## config.mk

```make
export PLATFORM = sky130hd
export DESIGN_NAME = hearing_aid_top
export DESIGN_NICKNAME = d
export VERILOG_FILES = /design/src/rtl/hearing_aid_pkg.sv /design/src/rtl/ha_biquad.sv /design/src/rtl/hearing_aid_top.sv
export SDC_FILE = /design/constraint.sdc
export NUM_CORES = 2
export LEC_CHECK = 0
export CAP_MARGIN = 20
export CORE_MARGIN = 3
export CORE_UTILIZATION = 55
export CTS_CLUSTER_SIZE = 24
export DETAILED_ROUTE_END_ITERATION = 8
export GPL_TIMING_DRIVEN = 0
export PLACE_DENSITY = 0.78
export SLEW_MARGIN = 20
export SYNTH_ARGS = -nofsm -noshare
export SYNTH_HDL_FRONTEND = slang
export SYNTH_SLANG_ARGS = --single-unit
```

## constraint.sdc

```tcl
create_clock -name clk -period 25.4 [get_ports clk]
set_input_delay 2.54 -clock clk [delete_from_list [all_inputs] [get_ports clk]]
set_output_delay 2.54 -clock clk [all_outputs]
set_load 0.01 [all_outputs]
```

## src/rtl/hearing_aid_pkg.sv

```systemverilog
// Fixed-point constants, pipeline state encoding and saturation helpers
// shared by the hearing-aid processing blocks.
package hearing_aid_pkg;
    localparam int SAMPLE_W   = 24;
    localparam int COEFF_W    = 32;
    localparam int ACCUM_W    = 48;
    localparam int FRAC_SHIFT = COEFF_W - 2;
    // Operands are two bits wider than a coefficient so the 33-bit gain
    // difference and a negated -2.0 coefficient both fit.
    localparam int MUL_W      = COEFF_W + 2;
    localparam int PROD_W     = 2 * MUL_W;

    localparam logic signed [COEFF_W-1:0]  ONE_Q2_30  = 32'sh4000_0000;
    localparam logic signed [COEFF_W-1:0]  GAIN_MAX   = 32'sh7FFF_FFFF;
    localparam logic signed [SAMPLE_W-1:0] SAMPLE_MAX = 24'sh7F_FFFF;
    localparam logic signed [SAMPLE_W-1:0] SAMPLE_MIN = 24'sh80_0000;

    typedef enum logic [3:0] {
        S_IDLE,
        S_GATE,
        S_MAC0,
        S_MAC1,
        S_MAC2,
        S_MAC3,
        S_MAC4,
        S_GAIN,
        S_APPLY,
        S_MAKEUP,
        S_LIMIT
    } state_t;

    function automatic logic signed [SAMPLE_W-1:0] sat24(input logic signed [PROD_W-1:0] v);
        if (v > PROD_W'(SAMPLE_MAX)) return SAMPLE_MAX;
        if (v < PROD_W'(SAMPLE_MIN)) return SAMPLE_MIN;
        return v[SAMPLE_W-1:0];
    endfunction

    // One extra bit so the magnitude of the most negative sample is exact.
    function automatic logic [SAMPLE_W:0] abs24(input logic signed [SAMPLE_W-1:0] v);
        logic signed [SAMPLE_W:0] w;
        w = (SAMPLE_W+1)'(v);
        return w[SAMPLE_W] ? -w : w;
    endfunction
endpackage

```

## src/rtl/ha_biquad.sv

```systemverilog
// Direct-form-I biquad: owns the x/y history and the accumulator, and
// presents multiplier operands for MAC0..MAC4 to the shared multiplier.
module ha_biquad
    import hearing_aid_pkg::*;
#(
    parameter int ACCUM_WIDTH = ACCUM_W
) (
    input  logic                       clk,
    input  logic                       rst,
    input  state_t                     i_state,
    input  logic signed [SAMPLE_W-1:0] i_x,
    input  logic signed [COEFF_W-1:0]  i_b0,
    input  logic signed [COEFF_W-1:0]  i_b1,
    input  logic signed [COEFF_W-1:0]  i_b2,
    input  logic signed [COEFF_W-1:0]  i_a1,
    input  logic signed [COEFF_W-1:0]  i_a2,
    input  logic signed [PROD_W-1:0]   i_product,
    output logic signed [MUL_W-1:0]    o_mul_a,
    output logic signed [MUL_W-1:0]    o_mul_b,
    output logic signed [SAMPLE_W-1:0] o_y
);
    logic signed [SAMPLE_W-1:0]    r_x1, r_x2, r_y1, r_y2;
    logic signed [ACCUM_WIDTH-1:0] r_acc;
    logic signed [ACCUM_WIDTH-1:0] w_acc_sum;
    logic signed [SAMPLE_W-1:0]    w_y_new;

    // Feedback taps negate the coefficient so the floored product is of -a*y.
    always_comb begin
        o_mul_a = '0;
        o_mul_b = '0;
        case (i_state)
            S_MAC0: begin o_mul_a = MUL_W'(i_x);  o_mul_b = MUL_W'(i_b0);  end
            S_MAC1: begin o_mul_a = MUL_W'(r_x1); o_mul_b = MUL_W'(i_b1);  end
            S_MAC2: begin o_mul_a = MUL_W'(r_x2); o_mul_b = MUL_W'(i_b2);  end
            S_MAC3: begin o_mul_a = MUL_W'(r_y1); o_mul_b = -MUL_W'(i_a1); end
            S_MAC4: begin o_mul_a = MUL_W'(r_y2); o_mul_b = -MUL_W'(i_a2); end
            default: ;
        endcase
    end

    assign w_acc_sum = r_acc + ACCUM_WIDTH'(i_product >>> FRAC_SHIFT);
    assign w_y_new   = sat24(PROD_W'(w_acc_sum));
    assign o_y       = r_y1;

    always_ff @(posedge clk) begin
        if (rst) begin
            r_acc <= '0;
            r_x1  <= '0;
            r_x2  <= '0;
            r_y1  <= '0;
            r_y2  <= '0;
        end else begin
            case (i_state)
                S_GATE: r_acc <= '0;
                S_MAC0, S_MAC1, S_MAC2, S_MAC3: r_acc <= w_acc_sum;
                S_MAC4: begin
                    r_acc <= w_acc_sum;
                    r_x2  <= r_x1;
                    r_x1  <= i_x;
                    r_y2  <= r_y1;
                    r_y1  <= w_y_new;
                end
                default: ;
            endcase
        end
    end
endmodule

```

## src/rtl/hearing_aid_top.sv

```systemverilog
// Hearing-aid pipeline: gate, biquad, smoothed compressor, makeup, limiter,
// all sharing one multiplier. Define HA_NOISE_GATE_EN to enable the noise gate.
module hearing_aid_top
    import hearing_aid_pkg::*;
#(
    parameter int SAMPLE_WIDTH = 24,
    parameter int COEFF_WIDTH  = 32,
    parameter int ACCUM_WIDTH  = 48
) (
    input  logic                          clk,
    input  logic                          rst,
    input  logic signed [SAMPLE_WIDTH-1:0] audio_in,
    input  logic                          audio_valid,
    output logic                          audio_ready,
    output logic signed [SAMPLE_WIDTH-1:0] audio_out,
    input  logic signed [COEFF_WIDTH-1:0] filter_coeffs_b0,
    input  logic signed [COEFF_WIDTH-1:0] filter_coeffs_b1,
    input  logic signed [COEFF_WIDTH-1:0] filter_coeffs_b2,
    input  logic signed [COEFF_WIDTH-1:0] filter_coeffs_a1,
    input  logic signed [COEFF_WIDTH-1:0] filter_coeffs_a2,
    input  logic        [SAMPLE_WIDTH-1:0] compressor_thresholds,
    input  logic signed [COEFF_WIDTH-1:0] compressor_ratios,
    input  logic signed [COEFF_WIDTH-1:0] compressor_attack_coeffs,
    input  logic signed [COEFF_WIDTH-1:0] compressor_release_coeffs,
    input  logic signed [COEFF_WIDTH-1:0] compressor_makeup_gains,
    input  logic        [SAMPLE_WIDTH-1:0] noise_gate_threshold,
    input  logic        [SAMPLE_WIDTH-1:0] limiter_threshold
);
    state_t                     r_state;
    logic signed [SAMPLE_W-1:0] r_x, r_s, r_out;
    logic signed [COEFF_W-1:0]  r_g;
    logic                       r_ready;

    logic signed [MUL_W-1:0]    w_mul_a, w_mul_b, w_bq_a, w_bq_b, w_gain_diff;
    logic signed [PROD_W-1:0]   w_product, w_scaled, w_g_sum;
    logic signed [SAMPLE_W-1:0] w_y, w_sat, w_limited;
    logic signed [COEFF_W-1:0]  w_gain_target, w_gain_coeff, w_g_next;

`ifndef HA_NOISE_GATE_EN
    logic w_unused_gate;
    assign w_unused_gate = ^noise_gate_threshold;
`endif

    assign audio_ready = r_ready;
    assign audio_out   = r_out;

    ha_biquad #(.ACCUM_WIDTH(ACCUM_WIDTH)) u_biquad (
        .clk       (clk),
        .rst       (rst),
        .i_state   (r_state),
        .i_x       (r_x),
        .i_b0      (filter_coeffs_b0),
        .i_b1      (filter_coeffs_b1),
        .i_b2      (filter_coeffs_b2),
        .i_a1      (filter_coeffs_a1),
        .i_a2      (filter_coeffs_a2),
        .i_product (w_product),
        .o_mul_a   (w_bq_a),
        .o_mul_b   (w_bq_b),
        .o_y       (w_y)
    );

    // The biquad drives zero operands outside MAC states, so it is the default.
    always_comb begin
        w_mul_a = w_bq_a;
        w_mul_b = w_bq_b;
        case (r_state)
            S_GAIN:   begin w_mul_a = w_gain_diff;  w_mul_b = MUL_W'(w_gain_coeff); end
            S_APPLY:  begin w_mul_a = MUL_W'(w_y);  w_mul_b = MUL_W'(r_g); end
            S_MAKEUP: begin w_mul_a = MUL_W'(r_s);  w_mul_b = MUL_W'(compressor_makeup_gains); end
            default: ;
        endcase
    end

    assign w_product = PROD_W'(w_mul_a) * PROD_W'(w_mul_b);
    assign w_scaled  = w_product >>> FRAC_SHIFT;
    assign w_sat     = sat24(w_scaled);

    assign w_gain_target = (abs24(w_y) > {1'b0, compressor_thresholds}) ? compressor_ratios : ONE_Q2_30;
    assign w_gain_coeff  = (w_gain_target < r_g) ? compressor_attack_coeffs : compressor_release_coeffs;
    assign w_gain_diff   = MUL_W'(w_gain_target) - MUL_W'(r_g);
    assign w_g_sum       = w_scaled + PROD_W'(r_g);

    always_comb begin
        w_g_next = w_g_sum[COEFF_W-1:0];
        if (w_g_sum[PROD_W-1])
            w_g_next = '0;
        else if (w_g_sum > PROD_W'(GAIN_MAX))
            w_g_next = GAIN_MAX;
    end

    always_comb begin
        w_limited = r_s;
        if ($signed({r_s[SAMPLE_W-1], r_s}) > $signed({1'b0, limiter_threshold}))
            w_limited = limiter_threshold;
        else if ($signed({r_s[SAMPLE_W-1], r_s}) < -$signed({1'b0, limiter_threshold}))
            w_limited = -limiter_threshold;
    end

    always_ff @(posedge clk) begin
        if (rst) begin
            r_state <= S_IDLE;
            r_ready <= 1'b1;
            r_out   <= '0;
            r_x     <= '0;
            r_s     <= '0;
            r_g     <= ONE_Q2_30;
        end else begin
            case (r_state)
                S_IDLE: begin
                    if (audio_valid) begin
                        r_x     <= audio_in;
                        r_ready <= 1'b0;
                        r_state <= S_GATE;
                    end
                end
                S_GATE: begin
`ifdef HA_NOISE_GATE_EN
                    if (abs24(r_x) < {1'b0, noise_gate_threshold})
                        r_x <= '0;
`endif
                    r_state <= S_MAC0;
                end
                S_MAC0: r_state <= S_MAC1;
                S_MAC1: r_state <= S_MAC2;
                S_MAC2: r_state <= S_MAC3;
                S_MAC3: r_state <= S_MAC4;
                S_MAC4: r_state <= S_GAIN;
                S_GAIN: begin
                    r_g     <= w_g_next;
                    r_state <= S_APPLY;
                end
                S_APPLY: begin
                    r_s     <= w_sat;
                    r_state <= S_MAKEUP;
                end
                S_MAKEUP: begin
                    r_s     <= w_sat;
                    r_state <= S_LIMIT;
                end
                S_LIMIT: begin
                    r_out   <= w_limited;
                    r_ready <= 1'b1;
                    r_state <= S_IDLE;
                end
                default: r_state <= S_IDLE;
            endcase
        end
    end
endmodule

```

==> out/metrics.csv <==
metric;value;unit
run status;finished, final reports clean;
clk sinks;253;
Final ANT Viol Nets;0;
Final Hold Vio Count;0;
Top FF cell, synth;dfxtp_1;
FP Rows;122;
Pwr Density;46.3;mW/mm²
worst-case clock skew;0.0200;ns
Netlist cell types;94;
Netlist Area Pre-Place;0.0622;mm²
Worst Path Arrival;25.30;ns
vias in the first global route;60400;
Worst Setup End Kind;register;
clock transition at the registers of the reported paths;0.06;ns
Max Fclk;40.2;MHz
pre-CTS setup slack;-0.341;ns
P_int;0.00138;W
FILL cells;9856;
Post-synth EDFFs;0;
Initial Utilization;55.8;%
Die X;342;µm
share of synthesized flip-flops with an asynchronous set or reset;0;%
met2 GRT Util;71.2;%
Die H;342;µm
critical path's top delay family;compound AO/OA/AOI/OAI gates;
GRT Total Usage;51.6;%
wire length per cell;31.9;µm
Tcrit/Tclk final;97.8;%
total CTS buffers;29;
Net Sw Power;0.00185;W
WS Path Type;in2reg;
PortBufs;385;
R2R Setup Slk;0.89;ns
H-tree levels;1;
synthesized instance count;7480;
Synth area leaders;fa_1 (39%), inv_1 (8.4%), dfxtp_1 (8.1%);
RSZ-0062 raised after global routing;false;
vias per cell;6.40;
grt ovf;0;
final setup margin;0.548;ns
dpl cells;9388;
switching part of the total power;57.3;%
clock power share;13.4;%
post-synthesis net count;9484;
fin. max-slew vios;0;
crit path buf inv count;12;
maxcap violations;0;
clock latency on the worst-skew pair;0.61;ns
CTS Buffer Depth;3;
layout net count;9937;
num ports;412;
Peak VDD IR;0.0789;mV
met3 GRT Util;24.0;%
DR vias;60500;
max incr delay on CP;1.04;ns
crit-path max FO;10;
1st-iter DRT viols;8442;
initial antenna violation count;35;
total core area;0.111;mm²
Die ar.;0.117;mm²
cell mode on critical path;a21oi_1;
Final HPWL DP;252000;µm
HP Class;reg2reg;
drt drc;0;
fin util;62.6;%
slew margin rel.;5.70;%
share of cells above drive strength 1;3.65;%
root buf cell;clkbuf_16;
leakage;33.0;nW
first-pass iteration count of the detailed router;8;
area share of the largest cell type after synthesis;39.3;%
P&R area growth vs syn;12.3;%
gr busiest metal;met2;
post-cts hold buffer count;0;
Slew @ Worst Pin;1.40;ns
Worst Setup Start Kind;primary input;
Synth Register Bits;253;
register area share after synthesis;8.15;%
largest net degree at the start of global routing;19;
first-pass GRT wire length;427000;µm
met1 Resource Use GR;62.7;%
slowest CP cell;a21oi_1;
CTS tree;built;
Non-Filler Instances;9464;
sequential share of power;13.8;%
Post-Syn Area per Cell;8.31;µm²
final WL;301000;µm
Final Wtd Congestion;1.13;
power share of the combinational group;72.8;%
Yosys Warn Count;0;
Synth area leader;fa_1;
Worst EP required;25.85;ns
Final Critical Period;24.85;ns
setup violators final;0;
[cell families (layout without fill, tap and decap cells)]
kind of cell / Yosys count / after routing / share of synthesized area [%]
adders and majority gates: 1617 / 1617 / 47.3
muxes: 107 / 107 / 1.75
AOI/OAI and AO/OA: 1175 / 1175 / 12.5
buffers and inverters: 1784 / 2259 / 10.8
DFF: 253 / 253 / 8.15
other: 0 / 21 / 0
and+or+nand+nor: 2300 / 2300 / 16.0
xor gates and xnor gates: 244 / 244 / 3.47
[Yosys cell counts (42+ instances only)]
library cell / instances
o21ai_0: 182
mux2i_1: 93
nand3_1: 61
a31oi_1: 54
clkbuf_1: 354
nor2_1: 820
a221oi_1: 43
a22oi_1: 78
ha_1: 396
o21a_1: 44
fa_1: 1221
inv_1: 1386
nand4_1: 53
xor2_1: 83
a211oi_1: 47
a21o_1: 112
nand2b_1: 62
a21oi_1: 363
nor2b_1: 42
and2_1: 72
xnor2_1: 159
nor3_1: 74
dfxtp_1: 253
nand2_1: 949
[worst reg2reg max path: cells and delay by family, from the launching register on]
| family | cells | cell delay [ns] |
|---|---|---|
| compound gates | 30 | 9.54 |
| xor+xnor | 4 | 1.44 |
| flops | 1 | 0.29 |
| fa+ha+maj | 12 | 5.24 |
| simple gates | 18 | 4.39 |
| mux | 1 | 0.32 |
| buf+inv | 11 | 3.16 |
[path summary, 6_finish.rpt]
check                                 startpoint                        endpoint  cells past startpoint
setup / recovery        compressor_thresholds[1]   u_biquad.o_y[21]$_SDFFE_PP0P_                     78
hold / removal    u_biquad.r_y2[13]$_SDFFE_PP0P_  u_biquad.r_y2[13]$_SDFFE_PP0P_                      2
setup reg to reg    u_biquad.o_y[2]$_SDFFE_PP0P_   u_biquad.o_y[21]$_SDFFE_PP0P_                     76
hold reg to reg   u_biquad.r_y2[13]$_SDFFE_PP0P_  u_biquad.r_y2[13]$_SDFFE_PP0P_                      2
[metrics by stage]
stage / TNS, ns / area, µm² / hold WS, ns / power, W
after detailed placement: -7.20 / 68700 / 0.442 / 0.00266
after CTS: 0 / 69600 / 0.454 / 0.00310
final: 0 / 69800 / 0.457 / 0.00323
after global routing: 0 / 69800 / 0.467 / 0.00334
after global placement: -119.88 / 67900 / 0.435 / 0.00260
after floorplan: 0 / 62200 / 0.432 / 0.00176
[routing by layer]
layer	vias to the layer above	wire, µm
met5	-	228
met4	28	30100
met3	1368	48600
met2	4861	119000
met1	29800	104000
li1	24500	-
[state kept, by name, summed over array words and instances (netlist names)]
register / count
u_biquad.o_y: 24
r_s: 24
audio_out: 24
r_g: 32
r_state: 4
u_biquad.r_x2: 24
u_biquad.r_acc: 48
r_x: 24
audio_ready: 1
u_biquad.r_x1: 24
u_biquad.r_y2: 24
[placed cells by master, fill, tap and decap left out, types with 62 or more instances in the layout]
cell                n
inv_1            1385
fa_1             1221
nand2_1           949
nor2_1            818
ha_1              395
clkdlybuf4s50_1   385
a21oi_1           358
clkbuf_1          301
dfxtp_1           253
o21ai_0           175
xnor2_1           156
a21o_1            112
mux2i_1            91
xor2_1             81
a22oi_1            78
and2_1             72
nor3_1             72
nand2b_1           62
[what timing repair did]
action,4_1_cts,5_1_grt
buffers inserted,0,2
setup endpoints to repair,0,58
gates resized for setup,0,46
[final cells by class]
type,count,area (µm²),share of cell area [%]
multi-input combinational,5443,50800,72.7
inverter,1387,5210,7.46
sequential,253,5060,7.26
timing repair buffer,425,4310,6.17
tap,1488,1860,2.67
buffer,394,1600,2.29
clock buffer,41,811,1.16
clock inverter,12,130,0.186
antenna,21,52.6,0.0753
[power groups by stage]
stage | sequential [W] | combinational (W) | clock [W]
global route | 0.000448 | 0.00245 | 0.000445
detailed placement | 0.000454 | 0.00220 | 0
CTS | 0.000445 | 0.00222 | 0.000429
floorplan | 0.000445 | 0.00132 | 0
finish | 0.000447 | 0.00235 | 0.000432
global placement | 0.000453 | 0.00215 | 0
(Power assumes the default switching activity.)
